===== src/rtl/alu_rs_dispatch.sv =====
// alu_rs_dispatch: steers up to two in-order decoded ALU instructions per cycle
// into the two ALU reservation-station slots.
//
// Optional build macro: ALU_ALLOC_STAT_EN enables the saturating stall counter.
// Without it, stall_cnt is tied to zero.
//
// Ports
//   clk        rising-edge clock
//   rst        synchronous reset, active-low (0 = reset)
//   rdy        global ready; 0 freezes all state and blocks grants
//   flush      branch-mispredict flush; frees both slots, drops the en pulse
//   req_valid  per-lane valid, bit0 = older lane
//   req_data0  lane0 payload
//   req_data1  lane1 payload
//   req_ready  per-lane accept (combinational)
//   slot_busy  next-busy feedback from the station, per slot
//   en         registered slot write enables (one-cycle pulse per grant)
//   out_data0  registered payload for slot0 (holds when en[0]=0)
//   out_data1  registered payload for slot1 (holds when en[1]=0)
//   free_cnt   number of FREE slots (0..2)
//   stall_cnt  cycles where lane0 was valid but could not be accepted
module alu_rs_dispatch #(
    parameter int unsigned PAYLOAD_W = 138,
    parameter int unsigned STAT_W    = 32
) (
    input  logic                 clk,
    input  logic                 rst,
    input  logic                 rdy,
    input  logic                 flush,
    input  logic [1:0]           req_valid,
    input  logic [PAYLOAD_W-1:0] req_data0,
    input  logic [PAYLOAD_W-1:0] req_data1,
    output logic [1:0]           req_ready,
    input  logic [1:0]           slot_busy,
    output logic [1:0]           en,
    output logic [PAYLOAD_W-1:0] out_data0,
    output logic [PAYLOAD_W-1:0] out_data1,
    output logic [1:0]           free_cnt,
    output logic [STAT_W-1:0]    stall_cnt
);

    localparam int unsigned NUM_SLOTS = 2;

    typedef enum logic [1:0] {
        SLOT_FREE = 2'd0,
        SLOT_PEND = 2'd1,
        SLOT_BUSY = 2'd2
    } slot_state_e;

    slot_state_e          state_q [NUM_SLOTS];
    slot_state_e          state_d [NUM_SLOTS];
    logic                 rr_q, rr_d;
    logic [1:0]           en_q, en_d;
    logic [PAYLOAD_W-1:0] data0_q, data0_d;
    logic [PAYLOAD_W-1:0] data1_q, data1_d;

    logic [1:0] free;
    logic       both_free;
    logic       any_free;
    logic       active;
    logic       acc0;
    logic       acc1;
    logic       lane0_slot;
    logic [1:0] grant;

    // Accept and slot-steering decode from the registered slot states
    always_comb begin
        free[0]    = (state_q[0] == SLOT_FREE);
        free[1]    = (state_q[1] == SLOT_FREE);
        both_free  = &free;
        any_free   = |free;
        active     = rst & rdy & ~flush;
        acc0       = active & req_valid[0] & any_free;
        acc1       = acc0 & req_valid[1] & both_free;
        // With both free lane0 follows rr; otherwise it takes the lone free slot
        lane0_slot = both_free ? rr_q : free[1];
        grant      = 2'b00;
        if (acc0) begin
            grant[lane0_slot] = 1'b1;
        end
        if (acc1) begin
            grant[~lane0_slot] = 1'b1;
        end
    end

    assign req_ready = {acc1, acc0};
    assign free_cnt  = 2'(free[0]) + 2'(free[1]);

    // Next-state for slot FSMs, round-robin pointer, enables and payloads
    always_comb begin
        state_d = state_q;
        rr_d    = rr_q;
        en_d    = en_q;
        data0_d = data0_q;
        data1_d = data1_q;

        if (rdy) begin
            if (flush) begin
                state_d[0] = SLOT_FREE;
                state_d[1] = SLOT_FREE;
                en_d       = 2'b00;
            end else begin
                en_d = grant;
                for (int s = 0; s < int'(NUM_SLOTS); s++) begin
                    unique case (state_q[s])
                        SLOT_FREE: if (grant[s])      state_d[s] = SLOT_PEND;
                        // PEND covers the station's feedback latency
                        SLOT_PEND:                    state_d[s] = SLOT_BUSY;
                        SLOT_BUSY: if (!slot_busy[s]) state_d[s] = SLOT_FREE;
                        default:                      state_d[s] = SLOT_FREE;
                    endcase
                end
                // Only a single grant into two free slots advances the pointer
                if (acc0 && !acc1 && both_free) begin
                    rr_d = ~rr_q;
                end
                // A slot receives lane1 only when lane0 went to the other slot
                if (grant[0]) begin
                    data0_d = (acc1 && lane0_slot) ? req_data1 : req_data0;
                end
                if (grant[1]) begin
                    data1_d = (acc1 && !lane0_slot) ? req_data1 : req_data0;
                end
            end
        end
    end

    // State registers with synchronous active-low reset
    always_ff @(posedge clk) begin
        if (!rst) begin
            state_q[0] <= SLOT_FREE;
            state_q[1] <= SLOT_FREE;
            rr_q       <= 1'b0;
            en_q       <= 2'b00;
            data0_q    <= '0;
            data1_q    <= '0;
        end else begin
            state_q <= state_d;
            rr_q    <= rr_d;
            en_q    <= en_d;
            data0_q <= data0_d;
            data1_q <= data1_d;
        end
    end

    assign en        = en_q;
    assign out_data0 = data0_q;
    assign out_data1 = data1_q;

`ifdef ALU_ALLOC_STAT_EN
    logic [STAT_W-1:0] stall_q, stall_d;

    // Saturating count of cycles where the oldest lane was refused
    always_comb begin
        stall_d = stall_q;
        if (rdy && !flush && req_valid[0] && !acc0 && (stall_q != '1)) begin
            stall_d = stall_q + STAT_W'(1);
        end
    end

    always_ff @(posedge clk) begin
        if (!rst) begin
            stall_q <= '0;
        end else begin
            stall_q <= stall_d;
        end
    end

    assign stall_cnt = stall_q;
`else
    assign stall_cnt = '0;
`endif

endmodule

===== config.mk =====
export PLATFORM = sky130hd
export DESIGN_NAME = alu_rs_dispatch
export DESIGN_NICKNAME = d
export VERILOG_FILES = /design/src/rtl/alu_rs_dispatch.sv
export SDC_FILE = /design/constraint.sdc
export NUM_CORES = 1
export LEC_CHECK = 0
export ABC_AREA = 1
export CAP_MARGIN = 20
export CORE_AREA = 2 2 233 235
export DETAILED_ROUTE_END_ITERATION = 8
export DIE_AREA = 0 0 235 237
export GPL_ROUTABILITY_DRIVEN = 0
export PLACE_DENSITY_LB_ADDON = 0.08
export SLEW_MARGIN = 20
export SYNTH_ARGS = -nofsm -noshare
export SYNTH_HDL_FRONTEND = slang
export SYNTH_SLANG_ARGS = --single-unit

===== constraint.sdc =====
create_clock -name clk -period 1.73 [get_ports clk]
set_input_delay 0.4325 -clock clk [delete_from_list [all_inputs] [get_ports clk]]
set_output_delay 0.4325 -clock clk [all_outputs]
set_load 0.02 [all_outputs]

==> results of run 1 <==
[registers in the layout, indices dropped and copies added (netlist names)]
signal     count
out_data0    138
out_data1    138
state_q        4
en             2
rr_q           1
[timing repair]
item,CTS,global route
setup buffers,51,29
cloned,74,17
pin swaps,36,115
gates resized for setup,282,306
setup endpoints to repair,562,549
hold buffers,0,0
[critical path: cells and delay by family, from the launching register on]
kind	cells	cell delay, ns
AOI/OAI and AO/OA	1	0.14
DFF	1	0.33
and+or+nand+nor	6	0.62
buffers and inverters	6	0.82
adders and majority gates	1	0.17
[layout by cell type, fill, tap and decap left out, types with 2 or more instances in the layout]
cell type,count
buf_4,37
clkinv_2,5
o21ai_1,137
nand3_4,2
or2_2,108
clkbuf_8,9
clkdlybuf4s15_2,14
dfxtp_2,4
inv_2,7
a21oi_1,94
buf_16,65
nand3_1,98
buf_6,33
buf_12,59
nand3_2,43
nand2_4,52
clkbuf_1,10
o21ai_2,38
diode_2,4
clkinv_1,22
inv_1,426
nand2_2,67
dfxtp_1,279
nor2_4,4
inv_4,2
ha_4,2
conb_1,32
a21oi_2,49
clkdlybuf4s50_1,545
buf_8,7
clkbuf_16,55
nor2_1,8
nand2_8,14
o21ai_0,105
nand2_1,614
[power by group through the flow]
stage	clock [mW]	sequential [mW]	combinational (mW)
floorplan	0	7.42	1.42
global placement	0	7.10	3.53
detailed placement	0	7.10	3.55
CTS	8.12	6.98	4.36
global route	8.36	7.01	4.97
finish	7.96	6.98	4.66
[per-layer routing]
| metal | wire, um | global-route usage [%] | vias to the layer above |
|---|---|---|---|
| met3 | 5830 | 6.92 | 146 |
| li1 | - | - | 8472 |
| met4 | 2590 | 8.98 | 10 |
| met2 | 36300 | 42.0 | 570 |
| met5 | 66 | 0 | - |
| met1 | 33600 | 33.1 | 8099 |
[stage by stage]
step                power, mW  utilization, %  TNS [ns]  cells
floorplan                8.85               -         0   2391
global placement         10.6            40.1   -154.88   3531
detailed placement       10.7            40.1   -154.09   3531
CTS                      19.5            48.5   -155.31   3721
global route             20.3            51.1   -186.08   3755
finish                   19.6            51.1   -152.42   3756
[kinds of logic after synthesis]
group	Yosys count
AND/OR/NAND/NOR	1005
other	1
adder cells (fa/ha/maj)	2
flip-flops	283
buffers and inverters	643
AO/OA/AOI/OAI	426
[worst max-delay path by stage]
| stage | cells past startpoint | endpoint | slack, ns |
|---|---|---|---|
| 3_5_place_dp | 10 | out_data0[92] | -0.68 |
| 3_3_place_gp | 5 | req_ready[0] | -0.64 |
| 5_1_grt | 15 | out_data1[119] | -0.49 |
| 4_1_cts | 7 | req_ready[1] | -0.40 |
| 2_1_floorplan | 13 | out_data1[100] | 0.003 |
| 6_report | 14 | out_data0[131] | -0.45 |
[area by class of cell]
type / count / share of cell area, %
Sequential cell: 283 / 20.8
Tap cell: 696 / 3.20
Timing Repair Buffer: 777 / 35.8
Antenna cell: 4 / 0.0368
Clock inverter: 6 / 0.202
Inverter: 457 / 6.32
Clock buffer: 60 / 4.36
Multi-Input combinational cell: 1473 / 29.3
==> flow_summary_export.csv, run 1 <==
group,metric,value,unit
placement,port_buffers,565,
synthesis,synth-xor-area-share,0,%
clock_tree,cts_tree,"yes",
power_and_ir_drop,powerDensity,720,nW/um^2
critical_path,worstPathArrival,2.64,ns
synthesis,synth_edf_count,0,
sta,skew,0.0113,ns
min_path,worstHoldStart,"en[0]",
sta,fmax,459,MHz
synthesis,synth_seq_area_share,38.4,%
cells_and_area,nets,3316,
floorplan,die_y,237,um
synthesis,synth_top_area_share,38.4,%
drt,wl_per_cell,20.9,um
outcome,outcome,"finished with violations",
drt,vias,17300,
cells_and_area,design_area,27200,sq um
critical_path,max_stage_delay,0.33,ns
min_path,holdCritPathClass,"register to register",
placement,placed_area,21300,sq um
drt,first_pass_iters,5,
power_and_ir_drop,power_frac_clock,40.6,%
drt,drc,0,
sta,hold_ws,0.490,ns
clock_tree,htree_levels,2,
critical_path,regToRegSetupSlack,-0.45,ns
placement,dp_hpwl,42900,um
synthesis,synthFlopType,"dfxtp_1",
synthesis,synth_compound_area_share,14.5,%
synthesis,synth_mux_area_share,0,%
power_and_ir_drop,switching_share,28.7,%
sta,rsz0062_at_grt,"true",
synthesis,synth_common_cells,"nand2_1 (736), inv_1 (431), dfxtp_1 (283)",
critical_path,crit_type,"register to register",
critical_path,crit_path_start,"state_q[1]",
power_and_ir_drop,switching_power,5.62,mW
global_route,grt_pass1_vias,16400,
sta,slew_headroom,53.6,%
clock_tree,path_clk_slew,0.06,ns
floorplan,die_x,235,um
synthesis,yosys.area_share.simple,28.8,%
cells_and_area,seqCellArea,5670,sq um
critical_path,cp_common_cell,"buf_12",
global_route,grt_max_degree,124,
synthesis,ys_types,25,
global_route,grt-ovfl-total,0,
floorplan,coreArea,53300,sq um
synthesis,synthAdderAreaFrac,0.170,%
critical_path,worstReg2RegEnd,"out_data0[131]",
synthesis,synth_area_leader_cell,"dfxtp_1",
critical_path,startpoint_type,"register",
sta,hold_viol,0,
synthesis,ys_ff_latch,283,
cells_and_area,nFillCells,5062,
run,cap_violations,0,
power_and_ir_drop,vdd_drop_max,543,uV
synthesis,synth_top_family_by_area,"simple AND/OR/NAND/NOR gates",
clock_tree,cts_buffer_depth,3,
cells_and_area,drive_above_1_share,22.3,%
synthesis,synth.most_common_cell,"nand2_1",
synthesis,ys_async_sr_fraction,0,%
synthesis,synth_area,14800,sq um
min_path,whs_path_depth,2,
synthesis,synth_warnings,0,
sta,post-route-period-util,126,%
critical_path,r2r-start,"state_q[1]",
global_route,grt_use_total,25.9,%
critical_path,r2r_cells,14,
sta,setup_slack,-0.447,ns
synthesis,synth_area_leaders,"dfxtp_1 (38%), nand2_1 (19%), inv_1 (11%)",
sta,slew_violations,0,
drt,wl,78300,um
sta,setup_violations,547,
floorplan,dieArea,55700,sq um
power_and_ir_drop,p_int,14.0,mW
clock_tree,clkLatencyLatePin,0.55,ns
clock_tree,cts_sinks,283,
cells_and_area,multiInputGateArea,7970,sq um
outcome,violations,"negative setup slack",
drt,antenna_left,0,
drt,vias_per_cell,4.61,
sta,tightest_slew,0.695,ns
power_and_ir_drop,power_frac_comb,23.8,%
critical_path,worstSetupEndpointType,"register",
synthesis,avgSynthCellArea,6.25,sq um
critical_path,critical_path_peak_fanout,7,
clock_tree,root_buffer,"clkbuf_16",
drt,drt-initial-drc-count,820,
placement,pre_cts_ws,-0.682,ns
floorplan,initial_core_util,27.7,%
power_and_ir_drop,p_seq_share,35.6,%
synthesis,synth_cells,2360,
global_route,grt_antenna_before_repair,10,
critical_path,required,2.20,ns
floorplan,ios,598,
critical_path,path_cells,"nor2_4 > buf_6 > ha_4 > nand2_4 > nor3_4 > buf_6 > buf_12 > buf_12 > nand2_8 > buf_12 > buf_16 > nand2_1 > nand2_1 > a21oi_1",
power_and_ir_drop,p_leak,13.4,nW
critical_path,critPathSlowestCell,"dfxtp_2",
cells_and_area,area_delta_synth_final,84.5,%
global_route,grt_first_pass_wirelength,108000,um
floorplan,rows,85,
min_path,holdPathEnd,"en[0]",
sta,post-route-min-period,2.18,ns
clock_tree,numCtsBuffers,38,
Note: power is estimated with default switching activity, not from simulation.
==> inputs of run 2 (changes only) <==
Settings changed: CTS_CLUSTER_DIAMETER set to 50, GPL_TIMING_DRIVEN set to 1.
==> flow_summary_export.csv, run 2 (synthesized netlist as in run 1, its figures left out) <==
group,metric,value,unit
floorplan,die_y,237,um
critical_path,worstPathArrival,2.62,ns
clock_tree,root_buffer,"clkbuf_16",
critical_path,max_stage_delay,0.33,ns
critical_path,worstSetupEndpointType,"register",
sta,skew,0.0127,ns
drt,drc,0,
cells_and_area,final_cells,3774,
sta,hold_viol,0,
sta,fmax,469,MHz
clock_tree,path_clk_slew,0.05,ns
critical_path,regToRegSetupSlack,-0.40,ns
clock_tree,cts_tree,"yes",
power_and_ir_drop,p_leak,18.1,nW
floorplan,die_x,235,um
critical_path,crit_path_start,"state_q[2]",
power_and_ir_drop,vdd_drop_max,585,uV
sta,setup_slack,-0.400,ns
global_route,grt_pass1_vias,16700,
global_route,grt_use_total,25.2,%
clock_tree,cts_buffer_depth,3,
cells_and_area,nFillCells,5010,
clock_tree,htree_levels,2,
cells_and_area,multiInputGateArea,7780,sq um
critical_path,worstReg2RegEnd,"out_data0[37]",
sta,tightest_slew,0.791,ns
drt,wl,76800,um
critical_path,cp-endpoint,"out_data0[37]",
cells_and_area,post-route-util,52.6,%
drt,first_pass_iters,5,
drt,drt-initial-drc-count,882,
critical_path,crit_family,"buffers and inverters",
sta,slew_violations,0,
clock_tree,clkLatencyLatePin,0.57,ns
floorplan,dieArea,55700,sq um
drt,vias_per_cell,4.59,
sta,post-route-period-util,123,%
global_route,grt_max_degree,124,
cells_and_area,layout_common_cells,"nand2_1 (706), inv_1 (426), clkdlybuf4s50_1 (282)",
power_and_ir_drop,switching_share,28.2,%
floorplan,coreArea,53300,sq um
critical_path,cp_common_cell,"buf_6",
clock_tree,postCtsHoldBufs,0,
critical_path,crit_type,"register to register",
cells_and_area,drive_above_1_share,22.4,%
cells_and_area,nets,3323,
critical_path,startpoint_type,"register",
clock_tree,numCtsBuffers,46,
floorplan,initial_core_util,27.7,%
global_route,grt_antenna_before_repair,9,
drt,antenna_left,0,
outcome,violations,"negative setup slack",
power_and_ir_drop,p_int,15.1,mW
placement,dp_hpwl,42900,um
floorplan,rows,85,
power_and_ir_drop,powerDensity,750,nW/um^2
placement,placed_area,21300,sq um
critical_path,cp.buffers_inverters,7,
critical_path,r2r-start,"state_q[2]",
critical_path,critical_path_peak_fanout,16,
placement,dp_cells,3531,
run,cap_violations,0,
drt,wl_per_cell,20.4,um
power_and_ir_drop,power_frac_comb,21.2,%
drt,vias,17300,
critical_path,required,2.22,ns
critical_path,r2r_cells,15,
floorplan,ios,598,
clock_tree,cts_sinks,283,
cells_and_area,seqCellArea,5670,sq um
sta,hold_ws,0.517,ns
critical_path,path_cells,"nor2_4 > inv_2 > ha_4 > inv_4 > nand2_4 > nor2_4 > buf_6 > buf_6 > buf_6 > nand2_8 > buf_12 > nand2_8 > buf_16 > o21ai_1 > a21oi_1",
global_route,grt_first_pass_wirelength,107000,um
power_and_ir_drop,p_seq_share,33.3,%
cells_and_area,final_common_cell,"nand2_1",
cells_and_area,design_area,28000,sq um
outcome,outcome,"finished with violations",
min_path,holdCritPathClass,"register to register",
placement,port_buffers,565,
critical_path,path_depth,15,
sta,rsz0062_at_grt,"true",
sta,setup_violations,286,
global_route,grt-ovfl-total,0,
critical_path,critPathSlowestCell,"dfxtp_2",
power_and_ir_drop,power_frac_clock,45.5,%
sta,post-route-min-period,2.13,ns
cells_and_area,area_delta_synth_final,89.8,%
sta,slew_headroom,47.3,%
power_and_ir_drop,switching_power,5.92,mW
==> run 2: cell count changes in the layout (fill, tap and decap cells not counted), moves of 23 or more <==
cell	before	now
o21ai_2	38	77
a21oi_2	49	72
o21ai_0	105	48
a21oi_1	94	71
nand2_4	52	13
nand2_2	67	13
dlymetal6s2s_1	0	253
clkdlybuf4s50_1	545	282
nand2_1	614	706
==> run 2: area by class of cell <==
class	instances	area share [%]
flip-flops and latches	283	20.2
clock buffers	62	4.84
clock inverters	21	0.808
repair buffers	779	37.0
diodes	6	0.0536
inverters	457	6.15
well taps	696	3.11
multi-input cells	1470	27.8
==> run 2: repair_timing <==
| action | CTS | global route |
|---|---|---|
| pin swaps | 76 | 52 |
| setup endpoints to repair | 562 | 539 |
| gates resized for setup | 428 | 440 |
| gates cloned | 63 | 24 |
| setup buffers | 63 | 20 |
==> run 2: worst min path at each step <==
stage,from,endpoint,slack (ns),cells after the start
final,en[0],en[0],0.52,2
after global routing,out_data0[10],out_data0[10],0.53,2
after CTS,req_data0[59],out_data0[59],0.49,5
after detailed placement,en[0],en[0],0.48,2
after global placement,rr_q,rr_q,0.48,2
after floorplan,rr_q,rr_q,0.46,2
==> run 2: stage by stage <==
stage	setup slack, ns	TNS, ns	power, mW
2_1_floorplan	0.00256	0	8.85
5_1_grt	-0.480	-117.28	21.8
6_report	-0.400	-90.03	21.0
3_3_place_gp	-0.642	-154.88	10.6
4_1_cts	-0.417	-156.52	21.1
3_5_place_dp	-0.682	-154.09	10.7
==> run 2: layer usage <==
metal	global-route usage (%)	routed length, um	up-vias
met5	0	82	-
met4	8.92	2460	12
met3	7.47	5730	135
met2	41.1	35900	588
met1	31.5	32700	8095
li1	-	-	8505
==> run 2: power groups by stage <==
stage               clock (mW)  combinational, mW  sequential (mW)
finish                    9.57               4.45             6.99
detailed placement           0               3.55             7.10
global placement             0               3.53             7.10
floorplan                    0               1.42             7.42
global route              10.0               4.76             7.02
CTS                       9.75               4.32             6.98
==> run 2: worst register-to-register path, delay by kind of cell, from the launching register on <==
kind | cells | cell delay (ns)
AOI/OAI and AO/OA | 2 | 0.26
buffers and inverters | 7 | 0.84
DFF | 1 | 0.33
adders and majority gates | 1 | 0.16
and+or+nand+nor | 5 | 0.49
==> inputs of run 3 (changes only) <==
Settings changed: CTS_CLUSTER_SIZE set to 28, SKIP_CTS_REPAIR_TIMING set to 1.
==> flow_summary_export.csv, run 3 (synthesized netlist as in run 1, its figures left out) <==
group,metric,value,unit
critical_path,critPathSlowestCell,"dfxtp_2",
critical_path,cp.buffers_inverters,3,
critical_path,r2r-start,"state_q[3]",
floorplan,dieArea,55700,sq um
cells_and_area,drive_above_1_share,13.6,%
clock_tree,cts_sinks,283,
drt,wl,69800,um
floorplan,ios,598,
cells_and_area,layout_common_cells,"nand2_1 (720), clkdlybuf4s50_1 (555), inv_1 (428)",
cells_and_area,area_delta_synth_final,68.0,%
clock_tree,htree_levels,2,
sta,tightest_slew,0.690,ns
global_route,grt_use_total,20.8,%
critical_path,worstSetupEndpointType,"primary output",
power_and_ir_drop,powerDensity,845,nW/um^2
drt,first_pass_iters,5,
run,cap_violations,0,
drt,antenna_left,0,
sta,post-route-min-period,2.14,ns
cells_and_area,nFillCells,5297,
outcome,outcome,"finished with violations",
global_route,grt_first_pass_wirelength,90500,um
drt,drc,0,
floorplan,die_x,235,um
power_and_ir_drop,power,20.9,mW
critical_path,r2r_cells,15,
critical_path,path_cells,"nor2_4 > inv_2 > ha_4 > inv_4 > nand2_4 > nor2_4 > buf_6",
sta,hold_ws,0.480,ns
power_and_ir_drop,p_leak,12.7,nW
clock_tree,clkLatencyLatePin,0.57,ns
critical_path,critical_path_peak_fanout,4,
drt,wl_per_cell,18.9,um
sta,post-route-period-util,123,%
global_route,grt_max_degree,124,
clock_tree,cts_tree,"yes",
sta,fmax,468,MHz
cells_and_area,final_common_cell,"nand2_1",
cells_and_area,nets,3238,
critical_path,required,1.30,ns
clock_tree,numCtsBuffers,46,
sta,slew_headroom,54.0,%
min_path,whs_path_depth,6,
cells_and_area,design_area,24800,sq um
floorplan,rows,85,
critical_path,startpoint_type,"register",
global_route,grt_antenna_before_repair,8,
sta,slew_violations,0,
sta,setup_slack,-0.406,ns
placement,dp_hpwl,42900,um
drt,drt-initial-drc-count,804,
floorplan,initial_core_util,27.7,%
min_path,holdCritPathClass,"input port to register",
critical_path,max_stage_delay,0.33,ns
drt,vias,16500,
critical_path,crit_family,"simple AND/OR/NAND/NOR gates",
placement,placed_area,21300,sq um
floorplan,coreArea,53300,sq um
sta,final.setup.tns,-139.35,ns
clock_tree,root_buffer,"clkbuf_16",
outcome,violations,"negative setup slack",
critical_path,crit_type,"register to primary output",
critical_path,regToRegSetupSlack,-0.40,ns
cells_and_area,seqCellArea,5670,sq um
min_path,holdPathEnd,"rr_q",
sta,rsz0062_at_grt,"true",
global_route,grt_pass1_vias,15000,
critical_path,worstReg2RegEnd,"out_data1[47]",
critical_path,worstPathArrival,1.70,ns
drt,vias_per_cell,4.47,
sta,setup_violations,558,
clock_tree,cts_buffer_depth,3,
clock_tree,path_clk_slew,0.05,ns
sta,hold_viol,0,
placement,port_buffers,565,
floorplan,die_y,237,um
cells_and_area,multiInputGateArea,6990,sq um
sta,skew,0.0178,ns
critical_path,cp_common_cell,"nor2_4",
global_route,grt-ovfl-total,0,
power_and_ir_drop,vdd_drop_max,555,uV
min_path,worstHoldStart,"rst",
run 3: area by class of cell:
type,count,share of cell area (%)
clock buffers,61,5.45
flip-flops and latches,283,22.9
multi-input cells,1470,28.2
well taps,696,3.51
clock inverters,25,1.27
repair buffers,694,31.7
diodes,4,0.0404
inverters,457,6.93
run 3: how the worst max path moves through the flow:
| stage | depth (start not counted) | end | startpoint | slack (ns) |
|---|---|---|---|---|
| floorplan | 13 | out_data1[100] | state_q[3] | 0.003 |
| global placement | 5 | req_ready[0] | flush | -0.64 |
| detailed placement | 10 | out_data0[92] | flush | -0.68 |
| CTS | 7 | req_ready[0] | state_q[0] | -0.99 |
| global route | 15 | out_data1[47] | state_q[3] | -0.48 |
| finish | 7 | req_ready[0] | state_q[3] | -0.41 |
run 3: worst register-to-register path, delay by kind of cell, from the launching register on:
family | cells | cell delay (ns)
simple gates | 7 | 0.77
buf+inv | 7 | 0.80
fa+ha+maj | 1 | 0.16
flops | 1 | 0.33
run 3: metrics by stage:
step | std cells | setup slack (ns) | utilization, %
floorplan | 2391 | 0.00256 | -
global placement | 3531 | -0.642 | 40.1
detailed placement | 3531 | -0.682 | 40.1
CTS | 3617 | -0.989 | 43.2
global route | 3688 | -0.485 | 46.5
finish | 3690 | -0.406 | 46.5
run 3: power breakdown:
part,switching [mW],internal (mW)
Sequential,0.170,6.81
Clock,3.59,6.41
Combinational,2.01,1.96
run 3: per-layer routing:
metal  vias up  track usage (%)  routed length [um]
met5         -                0                  79
met4        12             6.98                1860
met3       114             6.89                5140
met2       498             34.2               32200
met1      7588             25.5               30500
li1       8293                -                   -
==> RTL change: new RTL, config.mk and constraints of run 3 <==
Add a define of `ALU_ALLOC_STAT_EN`.
--- a/src/rtl/alu_rs_dispatch.sv
+++ b/src/rtl/alu_rs_dispatch.sv
@@ -19,6 +19,8 @@
 //   out_data1  registered payload for slot1 (holds when en[1]=0)
 //   free_cnt   number of FREE slots (0..2)
 //   stall_cnt  cycles where lane0 was valid but could not be accepted
+`define ALU_ALLOC_STAT_EN
+
 module alu_rs_dispatch #(
     parameter int unsigned PAYLOAD_W = 138,
     parameter int unsigned STAT_W    = 32
Check against the original RTL: not settled (the Yosys comparison gave no result); the edit may change what the design does.
==> RTL change against run 3 <==
- the run still ends with setup timing left
- cell area is 4.8% higher
- sequential cell count is 32 higher
- area after synthesis up 14%
- worst setup slack lost 0.25 ns
- global-route usage increased by 2.9 points
- clock skew grew 0.0051 ns
- power increased by 3.6%
- routed wire length down 1.9%
- clock power increased by 9%
- critical endpoint is now req_ready[1]
- largest cell class is now multi-input gates
==> RTL change: results (changes against run 3) <==
* Outcome: finished, violations left
* Failing checks: setup timing
* Comb pwr at 3.11 mW (-21%)
* Clock Latency Late Sink at 0.58 ns
* Htree depth at 2 (unchanged)
* Final setup fails at 613 (+9.9%)
* Skew final at 0.02286 ns (+0.005086 ns)
* DR iter-0 viols at 1041 (+29%)
* Synth Area in Compound Gates at 0.09538 (-0.04942)
* Detail Placement HPWL at 49250 µm (+15%)
* Synth Flop Type: dfxtp_1
* P_leak at 13.93 nW (+9.6%)
* VDD IR-drop max at 0.7590 mV (+37%)
* Worst path arrival time at 1.95 ns (+0.25 ns)
* First-pass GRT wire length at 104900 µm (+16%)
* Port Buffers at 597 (+5.7%)
* Crit-path leading delay family: simple AND/OR/NAND/NOR gates
* Max incr delay on CP at 0.33 ns (about the same)
* Synth Area in XOR/XNOR at 0.006255 (+0.006255)
* Buffer depth of the longest clock path at 3 (unchanged)
* Synth cell types at 27 (+8.0%)
* Critical path fanouts, max at 3 (-1)
* Largest family of logic cells by synthesized area: simple AND/OR/NAND/NOR gates
* Top cells by area in the synthesized netlist: dfxtp_1, nand2_1, inv_1
* RR Endpoint: out_data1[74]
* Internal Power at 15.95 mW (+5.1%)
* Via/cell ratio at 4.541 (+1.5%)
* All-layer global routing usage at 0.2375 (+0.02947)
* Flop2flop setup slack at -0.58 ns (-0.18 ns)
* Synth warn at 0 (unchanged)
* Layout Nets at 3673 (+13%)
* Layout cells sized above 1 at 0.07266 (-0.06380)
* Yosys reg bits at 315 (+11%)
* Vias in the first global route at 17990 (+20%)
* Rel. slew slack at 0.5425 (+0.002800)
* Antenna violations before repair at 20 (+12)
* Fill count at 5378 (+1.5%)
* DR pass1 iterations at 6 (+1)
* Post-Synth Adder-Cell Area at 0.002234 (+0.0005382)
* Cts bufs inserted at 49 (+6.5%)
* Hold_sp: rst
* HP Class: in2reg
* Largest net degree at the start of global routing at 149 (+20%)
* PnR worst setup slack at -0.6570 ns (-0.2508 ns)
* Seq/Total Area, Yosys at 0.3753 (-0.008612)
* Avg WL per Cell at 16.55 µm (-12%)
* Sw Pwr at 5.741 mW (-0.51%)
* Clock power share at 0.501 (+0.024)
* Synth top cells by count: nand2_1, inv_1, dfxtp_1
## RTL change: cell types whose count changed after synthesis, sizes merged, moves of 69 or more
| cell | change |
|---|---|
| a21oi | -112 |
| nand2 | +260 |
| inv | +162 |
| nand3 | +156 |
| or2 | -109 |
| nor2 | +69 |
## RTL change: cell type report
type | instances | area share
multi-input cells | 1721 | 0.2899
clock inverters | 34 | 0.01734
repair buffers | 704 | 0.2770
clock buffers | 58 | 0.05206
well taps | 696 | 0.03352
inverters | 595 | 0.08596
flip-flops and latches | 315 | 0.2430
diodes | 13 | 0.001252
## RTL change: worst max path at each step
stage / cells after the start / from / to / slack, ns
2_1_floorplan: 13 / state_q[0] / out_data1[0] / -0.09
3_5_place_dp: 11 / rdy / out_data1[76] / -0.86
3_3_place_gp: 11 / rdy / out_data1[74] / -0.84
4_1_cts: 11 / state_q[2] / req_ready[1] / -0.85
5_1_grt: 11 / state_q[1] / req_ready[1] / -0.74
6_report: 11 / state_q[3] / req_ready[1] / -0.66
## RTL change: per-stage QoR
step                hold WS, ns  TNS [ns]  instance area, µm²  instances  setup slack, ns
detailed placement       0.4807   -229.39               24080       4025          -0.8569
global route             0.3678   -285.18               25980       4136          -0.7410
floorplan                0.4442    -23.63               17110       2793         -0.09444
finish                   0.3609   -219.30               25980       4136          -0.6570
global placement         0.4594   -221.41               24080       4025          -0.8389
CTS                      0.2398   -224.22               25880       4117          -0.8458
## RTL change: layer usage
| metal | vias up | global-route usage | wire length [µm] |
|---|---|---|---|
| li1 | 9553 | - | - |
| met1 | 8515 | 0.2833 | 28000 |
| met2 | 575 | 0.3974 | 32680 |
| met3 | 125 | 0.07321 | 5528 |
| met4 | 14 | 0.09474 | 2177 |
| met5 | - | 0 | 80 |
